$ cat config.mk
export PLATFORM = sky130hd
export DESIGN_NAME = fetch_unit
export DESIGN_NICKNAME = d
export VERILOG_FILES = /design/src/rtl/fetch_unit.sv
export SDC_FILE = /design/constraint.sdc
export NUM_CORES = 1
export LEC_CHECK = 0
export ABC_CLOCK_PERIOD_IN_PS = 3650
export BUFFER_PORTS_ARGS = -buffer_cell sky130_fd_sc_hd__buf_2
export CAP_MARGIN = 20
export CELL_PAD_IN_SITES_DETAIL_PLACEMENT = 0
export CELL_PAD_IN_SITES_GLOBAL_PLACEMENT = 1
export CORE_UTILIZATION = 46
export DETAILED_ROUTE_END_ITERATION = 7
export PLACE_DENSITY_LB_ADDON = 0.08
export SYNTH_ARGS = -nofsm -noshare
export SYNTH_HDL_FRONTEND = slang
export SYNTH_SLANG_ARGS = --single-unit
$ cat constraint.sdc
create_clock -name clk -period 3.65 [get_ports clk]
set_input_delay 0.1825 -clock clk [delete_from_list [all_inputs] [get_ports clk]]
set_output_delay 0.1825 -clock clk [all_outputs]
set_load 0.03 [all_outputs]
$ cat src/rtl/fetch_unit.sv
// Instruction-fetch stage: owns the fetch PC, issues in-order word requests to
// instruction memory, buffers responses and drives the registered IF/ID boundary.
module fetch_unit #(
    parameter logic [31:0] RESET_PC = 32'h0000_1000,
    parameter int          DEPTH    = 2
) (
    input  logic        clk,
    input  logic        rst,
    output logic        imem_req,
    output logic [31:0] imem_addr,
    input  logic        imem_gnt,
    input  logic        imem_rvalid,
    input  logic [31:0] imem_rdata,
    input  logic        imem_err,
    input  logic        redirect_valid,
    input  logic [31:0] redirect_pc,
    input  logic        stall_d,
    output logic        valid_d,
    output logic [31:0] inst_d,
    output logic [31:0] pc_d,
    output logic        err_d,
    output logic        fetch_halt
);
    localparam int AW = $clog2(DEPTH);
    localparam int CW = AW + 1;
    localparam logic [CW:0] DEPTH_C = (CW+1)'(DEPTH);

    logic [31:0]   pc_f_q, pc_f_d;
    logic [31:0]   tag_mem_q [DEPTH];
    logic [31:0]   tag_mem_d [DEPTH];
    logic [AW-1:0] tag_wp_q, tag_wp_d, tag_rp_q, tag_rp_d;
    logic [CW-1:0] outstanding_q, outstanding_d;
    logic [CW-1:0] drop_q, drop_d;

    logic [31:0]   ib_pc_q [DEPTH];
    logic [31:0]   ib_pc_d [DEPTH];
    logic [31:0]   ib_inst_q [DEPTH];
    logic [31:0]   ib_inst_d [DEPTH];
    logic          ib_err_q [DEPTH];
    logic          ib_err_d [DEPTH];
    logic [AW-1:0] ib_wp_q, ib_wp_d, ib_rp_q, ib_rp_d;
    logic [CW-1:0] ib_cnt_q, ib_cnt_d;

    logic          id_valid_q, id_valid_d;
    logic [31:0]   id_inst_q, id_inst_d;
    logic [31:0]   id_pc_q, id_pc_d;
    logic          id_err_q, id_err_d;
    logic          halt_q, halt_d;

    logic [CW:0]   occupancy_s;
    logic          accept_s, live_s, resp_err_s;
    logic [31:0]   resp_pc_s;
    logic          load_s, push_s, pop_s;

    // Request gating from registered occupancy; also decodes the current response.
    always_comb begin
        occupancy_s = {1'b0, outstanding_q} + {1'b0, ib_cnt_q};
        imem_req    = rst && !halt_q && !redirect_valid && (occupancy_s < DEPTH_C);
        imem_addr   = {pc_f_q[31:2], 2'b00};
        accept_s    = imem_req && imem_gnt;
        resp_pc_s   = tag_mem_q[tag_rp_q];
        live_s      = imem_rvalid && (drop_q == {CW{1'b0}});
        resp_err_s  = imem_err || (resp_pc_s[1:0] != 2'b00);
    end

    // Next state for PC, tag/instruction FIFOs, drop counter, IF/ID and halt.
    always_comb begin
        pc_f_d        = pc_f_q;
        tag_mem_d     = tag_mem_q;
        tag_wp_d      = tag_wp_q;
        tag_rp_d      = tag_rp_q;
        outstanding_d = outstanding_q + CW'(accept_s) - CW'(imem_rvalid);
        drop_d        = drop_q;
        ib_pc_d       = ib_pc_q;
        ib_inst_d     = ib_inst_q;
        ib_err_d      = ib_err_q;
        ib_wp_d       = ib_wp_q;
        ib_rp_d       = ib_rp_q;
        ib_cnt_d      = ib_cnt_q;
        id_valid_d    = id_valid_q;
        id_inst_d     = id_inst_q;
        id_pc_d       = id_pc_q;
        id_err_d      = id_err_q;
        halt_d        = halt_q;
        load_s        = 1'b0;
        push_s        = 1'b0;
        pop_s         = 1'b0;

        if (accept_s) begin
            tag_mem_d[tag_wp_q] = pc_f_q;
            tag_wp_d            = tag_wp_q + AW'(1'b1);
        end else begin
            tag_wp_d = tag_wp_q;
        end

        if (imem_rvalid) begin
            tag_rp_d = tag_rp_q + AW'(1'b1);
            drop_d   = live_s ? drop_q : (drop_q - CW'(1'b1));
        end else begin
            tag_rp_d = tag_rp_q;
        end

        if (redirect_valid) begin
            // Every request still outstanding after this edge belongs to the old path.
            pc_f_d     = redirect_pc;
            id_valid_d = 1'b0;
            ib_wp_d    = {AW{1'b0}};
            ib_rp_d    = {AW{1'b0}};
            ib_cnt_d   = {CW{1'b0}};
            drop_d     = outstanding_d;
        end else begin
            pc_f_d = accept_s ? (pc_f_q + 32'd4) : pc_f_q;
            if (!stall_d || !id_valid_q) begin
                if (ib_cnt_q != {CW{1'b0}}) begin
                    id_pc_d   = ib_pc_q[ib_rp_q];
                    id_inst_d = ib_inst_q[ib_rp_q];
                    id_err_d  = ib_err_q[ib_rp_q];
                    load_s    = 1'b1;
                    pop_s     = 1'b1;
                    push_s    = live_s;
                end else if (live_s) begin
                    id_pc_d   = resp_pc_s;
                    id_inst_d = imem_rdata;
                    id_err_d  = resp_err_s;
                    load_s    = 1'b1;
                end else begin
                    id_valid_d = 1'b0;
                end
            end else begin
                push_s = live_s;
            end

            if (load_s) begin
                id_valid_d = 1'b1;
                halt_d     = halt_q || id_err_d;
            end else begin
                halt_d = halt_q;
            end

            if (push_s) begin
                ib_pc_d[ib_wp_q]   = resp_pc_s;
                ib_inst_d[ib_wp_q] = imem_rdata;
                ib_err_d[ib_wp_q]  = resp_err_s;
                ib_wp_d            = ib_wp_q + AW'(1'b1);
            end else begin
                ib_wp_d = ib_wp_q;
            end
            ib_rp_d  = pop_s ? (ib_rp_q + AW'(1'b1)) : ib_rp_q;
            ib_cnt_d = ib_cnt_q + CW'(push_s) - CW'(pop_s);
        end
    end

    // State registers with asynchronous active-low reset.
    always_ff @(posedge clk or negedge rst) begin
        if (!rst) begin
            pc_f_q        <= RESET_PC;
            tag_mem_q     <= '{default: 32'h0000_0000};
            tag_wp_q      <= {AW{1'b0}};
            tag_rp_q      <= {AW{1'b0}};
            outstanding_q <= {CW{1'b0}};
            drop_q        <= {CW{1'b0}};
            ib_pc_q       <= '{default: 32'h0000_0000};
            ib_inst_q     <= '{default: 32'h0000_0000};
            ib_err_q      <= '{default: 1'b0};
            ib_wp_q       <= {AW{1'b0}};
            ib_rp_q       <= {AW{1'b0}};
            ib_cnt_q      <= {CW{1'b0}};
            id_valid_q    <= 1'b0;
            id_inst_q     <= 32'h0000_0000;
            id_pc_q       <= 32'h0000_0000;
            id_err_q      <= 1'b0;
            halt_q        <= 1'b0;
        end else begin
            pc_f_q        <= pc_f_d;
            tag_mem_q     <= tag_mem_d;
            tag_wp_q      <= tag_wp_d;
            tag_rp_q      <= tag_rp_d;
            outstanding_q <= outstanding_d;
            drop_q        <= drop_d;
            ib_pc_q       <= ib_pc_d;
            ib_inst_q     <= ib_inst_d;
            ib_err_q      <= ib_err_d;
            ib_wp_q       <= ib_wp_d;
            ib_rp_q       <= ib_rp_d;
            ib_cnt_q      <= ib_cnt_d;
            id_valid_q    <= id_valid_d;
            id_inst_q     <= id_inst_d;
            id_pc_q       <= id_pc_d;
            id_err_q      <= id_err_d;
            halt_q        <= halt_d;
        end
    end

    assign valid_d    = id_valid_q;
    assign inst_d     = id_inst_q;
    assign pc_d       = id_pc_q;
    assign err_d      = id_err_q;
    assign fetch_halt = halt_q;

endmodule

# Word-level counts from Yosys, hierarchy flattened
# Index checks and enable logic that the tools add are counted.
[totals]
regBits = 303
input_bits = 71
output_inout_bits = 100
[classes]
n_addsub = 11
order_cmp = 7
n_eq_ne = 3
mux = 55
bitwise_logic = 5
reduce_logical = 28
[ops]
columns = ["operator", "count"]
rows = [
  ["$mux W32", 17],
  ["$bwmux W64", 3],
  ["$demux W32 S1", 2],
  ["$add A32 B3 Y32 const B", 1],
  ["$mux W1", 27],
  ["$reduce_bool A2 Y1", 7],
  ["$ge A2 B2 Y1 const B", 4],
  ["$mux W2", 4],
  ["$not A1 Y2", 4],
  ["$logic_and A1 B1 Y1", 7],
  ["$ne A3 B2 Y1 const B", 2],
  ["$reduce_and A2 Y1", 3],
  ["$reduce_and A3 Y1", 2],
  ["$add A1 B1 Y1 const B", 4],
  ["$add A2 B1 Y2", 2],
  ["$logic_not A1 Y1", 4],
  ["$lt A2 B1 Y1 const B", 2],
  ["$sub A2 B1 Y2", 2],
  ["$add A2 B2 Y3", 1],
  ["$logic_or A1 B1 Y1", 3],
  ["$lt A3 B2 Y1 const B", 1],
  ["$reduce_bool A3 Y1", 1],
  ["$bwmux W2", 1],
  ["$logic_not A2 Y1", 1],
  ["other kinds (4)", 4],
]

# Logic depth before layout (Yosys ltp)
[logic_depth]
word_depth = 11
ltp_mapped = 13
mapped_depth_nobuf = 12

# Worst setup path before layout
# No wires, ideal clock.
[synth_timing]
kind = "reg2reg"
startpoint = "register ib_cnt_q[0]"
endpoint = "register drop_q[1]"
setup_ns = 0.135
arrival_ns = 2.947
slack_ns = 0.567
stages_incl_launch_ff = 14
period_less_slack_ns = 3.083
cell_sequence = "dfrtp_1 and2_1 fa_1 or4b_4 nor2_2 inv_1 clkbuf_1 ha_1 inv_1 ha_1 xnor2_1 xnor2_1 nand2_1 o21ai_0"
[synth_via]
elab_chain_len = 7
[synth_rtl]
columns = ["item", "line", "text"]
rows = [
  ["from (decl)", "42", "logic [CW-1:0] ib_cnt_q, ib_cnt_d;"],
  ["from (signal assigned)", "167", "ib_cnt_q <= {CW{1'b0}};"],
  ["from (signal assigned)", "185", "ib_cnt_q <= ib_cnt_d;"],
  ["$add A2 B2 Y3", "57", "occupancy_s = {1'b0, outstanding_q} + {1'b0, ib_cnt_q};"],
  ["$lt A3 B2 Y1", "58", "imem_req = rst && !halt_q && !redirect_valid && (occupancy_s < DEPTH_C);"],
  ["$logic_and A1 B1 Y1", "58", ""],
  ["$logic_and A1 B1 Y1", "60", "accept_s = imem_req && imem_gnt;"],
  ["$add A2 B1 Y2", "72", "outstanding_d = outstanding_q + CW'(accept_s) - CW'(imem_rvalid);"],
  ["$sub A2 B1 Y2", "72", ""],
  ["named net outstanding_d[1]", "32", "logic [CW-1:0] outstanding_q, outstanding_d;"],
  ["$mux W2", "103", "if (redirect_valid) begin"],
  ["to (signal assigned)", "161", "drop_q <= {CW{1'b0}};"],
  ["to (signal assigned)", "179", "drop_q <= drop_d;"],
  ["to (decl)", "33", "logic [CW-1:0] drop_q, drop_d;"],
]
# The timed path passes the listed nets, and every way through them passes these cells.
# A chain may end at the register's enable or synchronous reset.

# Worst setup path after layout
[layout_timing]
startpoint = "register ib_cnt_q[0]"
endpoint = "register tag_mem_q[40] (netlist name)"
[layout_via]
elab_chain_len = 4
[layout_rtl]
columns = ["item", "line", "text"]
rows = [
  ["$add A2 B2 Y3", "57", ""],
  ["$lt A3 B2 Y1", "58", ""],
  ["$logic_and A1 B1 Y1", "58", ""],
  ["$logic_and A1 B1 Y1", "60", ""],
  ["to (signal assigned)", "175", "tag_mem_q <= tag_mem_d;"],
  ["to (decl)", "29", "logic [31:0] tag_mem_q [DEPTH];"],
]
# No other way between the ends.

==> out/qor.yml <==
outcome:
  outcome: "completed"
layout:
  syn2layout_area_growth_pct: 20.4
  layout_commonest_cell: "dfrtp_1"
  final_cell_mix: "300 x dfrtp_1, 167 x buf_2, 159 x mux2_2"
  diodes: 0
  drive_gt1_frac: 0.286
  finalNetCount: 1510
cts:
  cts_resized: 0
  clkTransAtPathRegs_ns: 0.05
  cts_max_level: 2
  post-cts-setup-buffers: 0
  cts_buffer_depth: 3
  clk_latency_ns: 0.51
  cts_made_buffers: 36
  cts-root-buf: "clkbuf_16"
  cts_tree: "done"
  cts.sinks: 303
  holdBufCountCts: 67
setup_path:
  cp.required_ns: 4.03
  r2r_end: "tag_mem_q[40]"
  reg2reg_from: "ib_cnt_q[0]"
  end_kind: "register"
  critPathMaxFanout: 32
  crit_type: "register to register"
  critPathLaunch: "ib_cnt_q[0]"
  worstPathArrival_ns: 3.39
  crit_path_end: "tag_mem_q[40]"
  reg2reg_depth: 9
  start_kind: "register"
  r2r_slack_ns: 0.63
routing:
  met2_length_mm: 13.0
  first_pass_iters: 5
  wl_met1_mm: 15.5
  wl_mm: 30.3
  met3_wirelength_mm: 1.38
  highest_layer: "met4"
  drtAntennaViolNets: 0
  vias: 9509
  vias_per_cell: 5.17
  drcViolationCount: 0
  drt_iter0_drc: 531
  wl_per_cell_um: 16.4
sta:
  finalSetupTns_ns: 0
  fin_crit_ns: 3.02
  hold_slack_ns: 0.0209
  drv_slew: 0
  worst_pin_slew_ns: 1.07
  rsz0062_at_grt: "false"
  skew_ns: 0.0186
  final.period_utilization: 0.827
  relSlewSlack: 0.285
  hold_viol: 0
  finalSetupViolations: 0
  clock.fmax_mhz: 331
global_route:
  grt_pass1_wl_mm: 50.1
  grt_max_degree: 154
  antenna_found_initial: 0
  grt_usage: 0.204
  grt_overflow: 0
  first_global_vias: 9315
synth:
  synth-seq-area-share: 0.556
  synthXorXnorAreaFrac: 0.00578
  synth_top_family_by_area: "multiplexers"
  syn_area_per_cell_sq_um: 10.9
  synth_edf_count: 0
  synth_seq_cells: 303
  synth_compound_area_frac: 0.108
  synthSimpleGateAreaFrac: 0.0978
  synthAdderAreaFrac: 0.00698
  ys_warn_count: 0
  syn_inst: 1251
  ys.flop_type: "dfrtp_1"
  async_reset_ff_frac: 1.00
  ys_types: 49
  synth.mux.area_fraction: 0.181
  syn_area_sq_um: 13600
floorplanning:
  rows: 62
  die_x_um: 174
  ios: 171
  core_region_area_sq_um: 28900
  dieHeight_um: 174
  die_area_sq_um: 30300
  initial_utilization: 0.471
hold_path:
  hold_path.class: "input port to register"
  min_path_cells: 3
  worstHoldStart: "imem_err"
placed_design:
  portBuffers: 168
  gp_congestion: 0.763
  place_hpwl_mm: 19.1
run:
  maxCapViolations: 0
power_and_ir_drop:
  power.density_nw_per_um2: 807
  peakVddDrop_mv: 0.323
  p_leak_nw: 7.80
-- cell type report --
class                           count  area (sq um)
Timing Repair Buffer              254          1700
Inverter                            9          33.8
Clock buffer                       58          1100
Multi-Input combinational cell    828          5480
Clock inverter                      5          25.0
Sequential cell                   303          7590
Fill cell                        2597         12500
Tap cell                          384           480
-- stage by stage --
step                utilization  cells  cell area (sq um)  total power [mW]  setup slack, ns
floorplan                     -   1252              13600              8.69            0.567
global placement          0.505   1711              14600              9.78            0.665
detailed placement        0.505   1711              14600              9.91            0.633
CTS                       0.567   1841              16400              13.4            0.603
global route              0.567   1841              16400              14.2            0.477
finish                    0.567   1841              16400              13.2            0.632
-- sequential cells by signal (all words and copies together), names as in the netlist, 2 cells and up --
signal,count
pc_f_q,32
drop_q,2
ib_cnt_q,2
ib_err_q,2
outstanding_q,2
pc_d,32
inst_d,32
ib_pc_q,64
tag_mem_q,64
ib_inst_q,64
-- cell families (layout without fill, tap and decap cells) --
group                      Yosys count  after routing
and+or+nand+nor                    316            316
DFF                                303            303
AOI/OAI and AO/OA                  268            268
muxes                              226            226
buffers and inverters              121            326
xor gates and xnor gates             9              9
adders and majority gates            7              7
other                                1              2
-- report_power, final --
| group | internal, mW | switching (mW) | leakage, nW |
|---|---|---|---|
| logic | 1.88 | 2.45 | 3.33 |
| registers | 4.64 | 0.884 | 3.91 |
| clock network | 2.06 | 1.33 | 0.560 |
-- worst min path at each step --
stage | end | slack [ns]
finish | ib_err_q[0] | 0.02
global route | ib_err_q[0] | 0.03
CTS | ib_err_q[1] | 0.01
detailed placement | inst_d[22] | 0.07
global placement | inst_d[22] | 0.07
floorplan | drop_q[0] | -0.11
-- worst max-delay path, stage by stage, from the launching register on --
cell,delay [ns]
dfrtp_1,0.43
and2_1,0.19
fa_1,0.46
or4b_4,0.54
nor2_2,0.11
inv_1,0.07
buf_4,0.21
nor2_2,0.09
buf_4,0.39
mux2_2,0.39
-- Yosys cell counts, drive strengths merged, types with 2 or more instances --
master / number / share of area
inv: 9 / 0.0025
buf: 56 / 0.026
a21oi: 107 / 0.039
xor2: 3 / 0.0019
mux2: 160 / 0.13
nand2: 144 / 0.040
o211ai: 14 / 0.0081
o311ai: 13 / 0.0084
and2: 5 / 0.0023
nand4: 11 / 0.0055
a21o: 2 / 0.0011
ha: 6 / 0.0055
xnor2: 6 / 0.0039
nor3: 4 / 0.0015
or4: 2 / 0.0014
a221o: 2 / 0.0015
a31oi: 5 / 0.0023
mux2i: 66 / 0.048
nand2b: 2 / 0.00092
nand3: 16 / 0.0062
clkbuf: 56 / 0.015
a31o: 3 / 0.0019
o21ai: 119 / 0.044
nor2: 119 / 0.033
nor4: 6 / 0.0032
dfrtp: 302 / 0.55
-- routing by layer --
layer / vias to the layer above / track usage
met1: 4551 / 0.308
met4: 0 / 0.0431
met3: 33 / 0.0343
met5: - / 0
li1: 4721 / -
met2: 204 / 0.309
(Power assumes the default switching activity.)
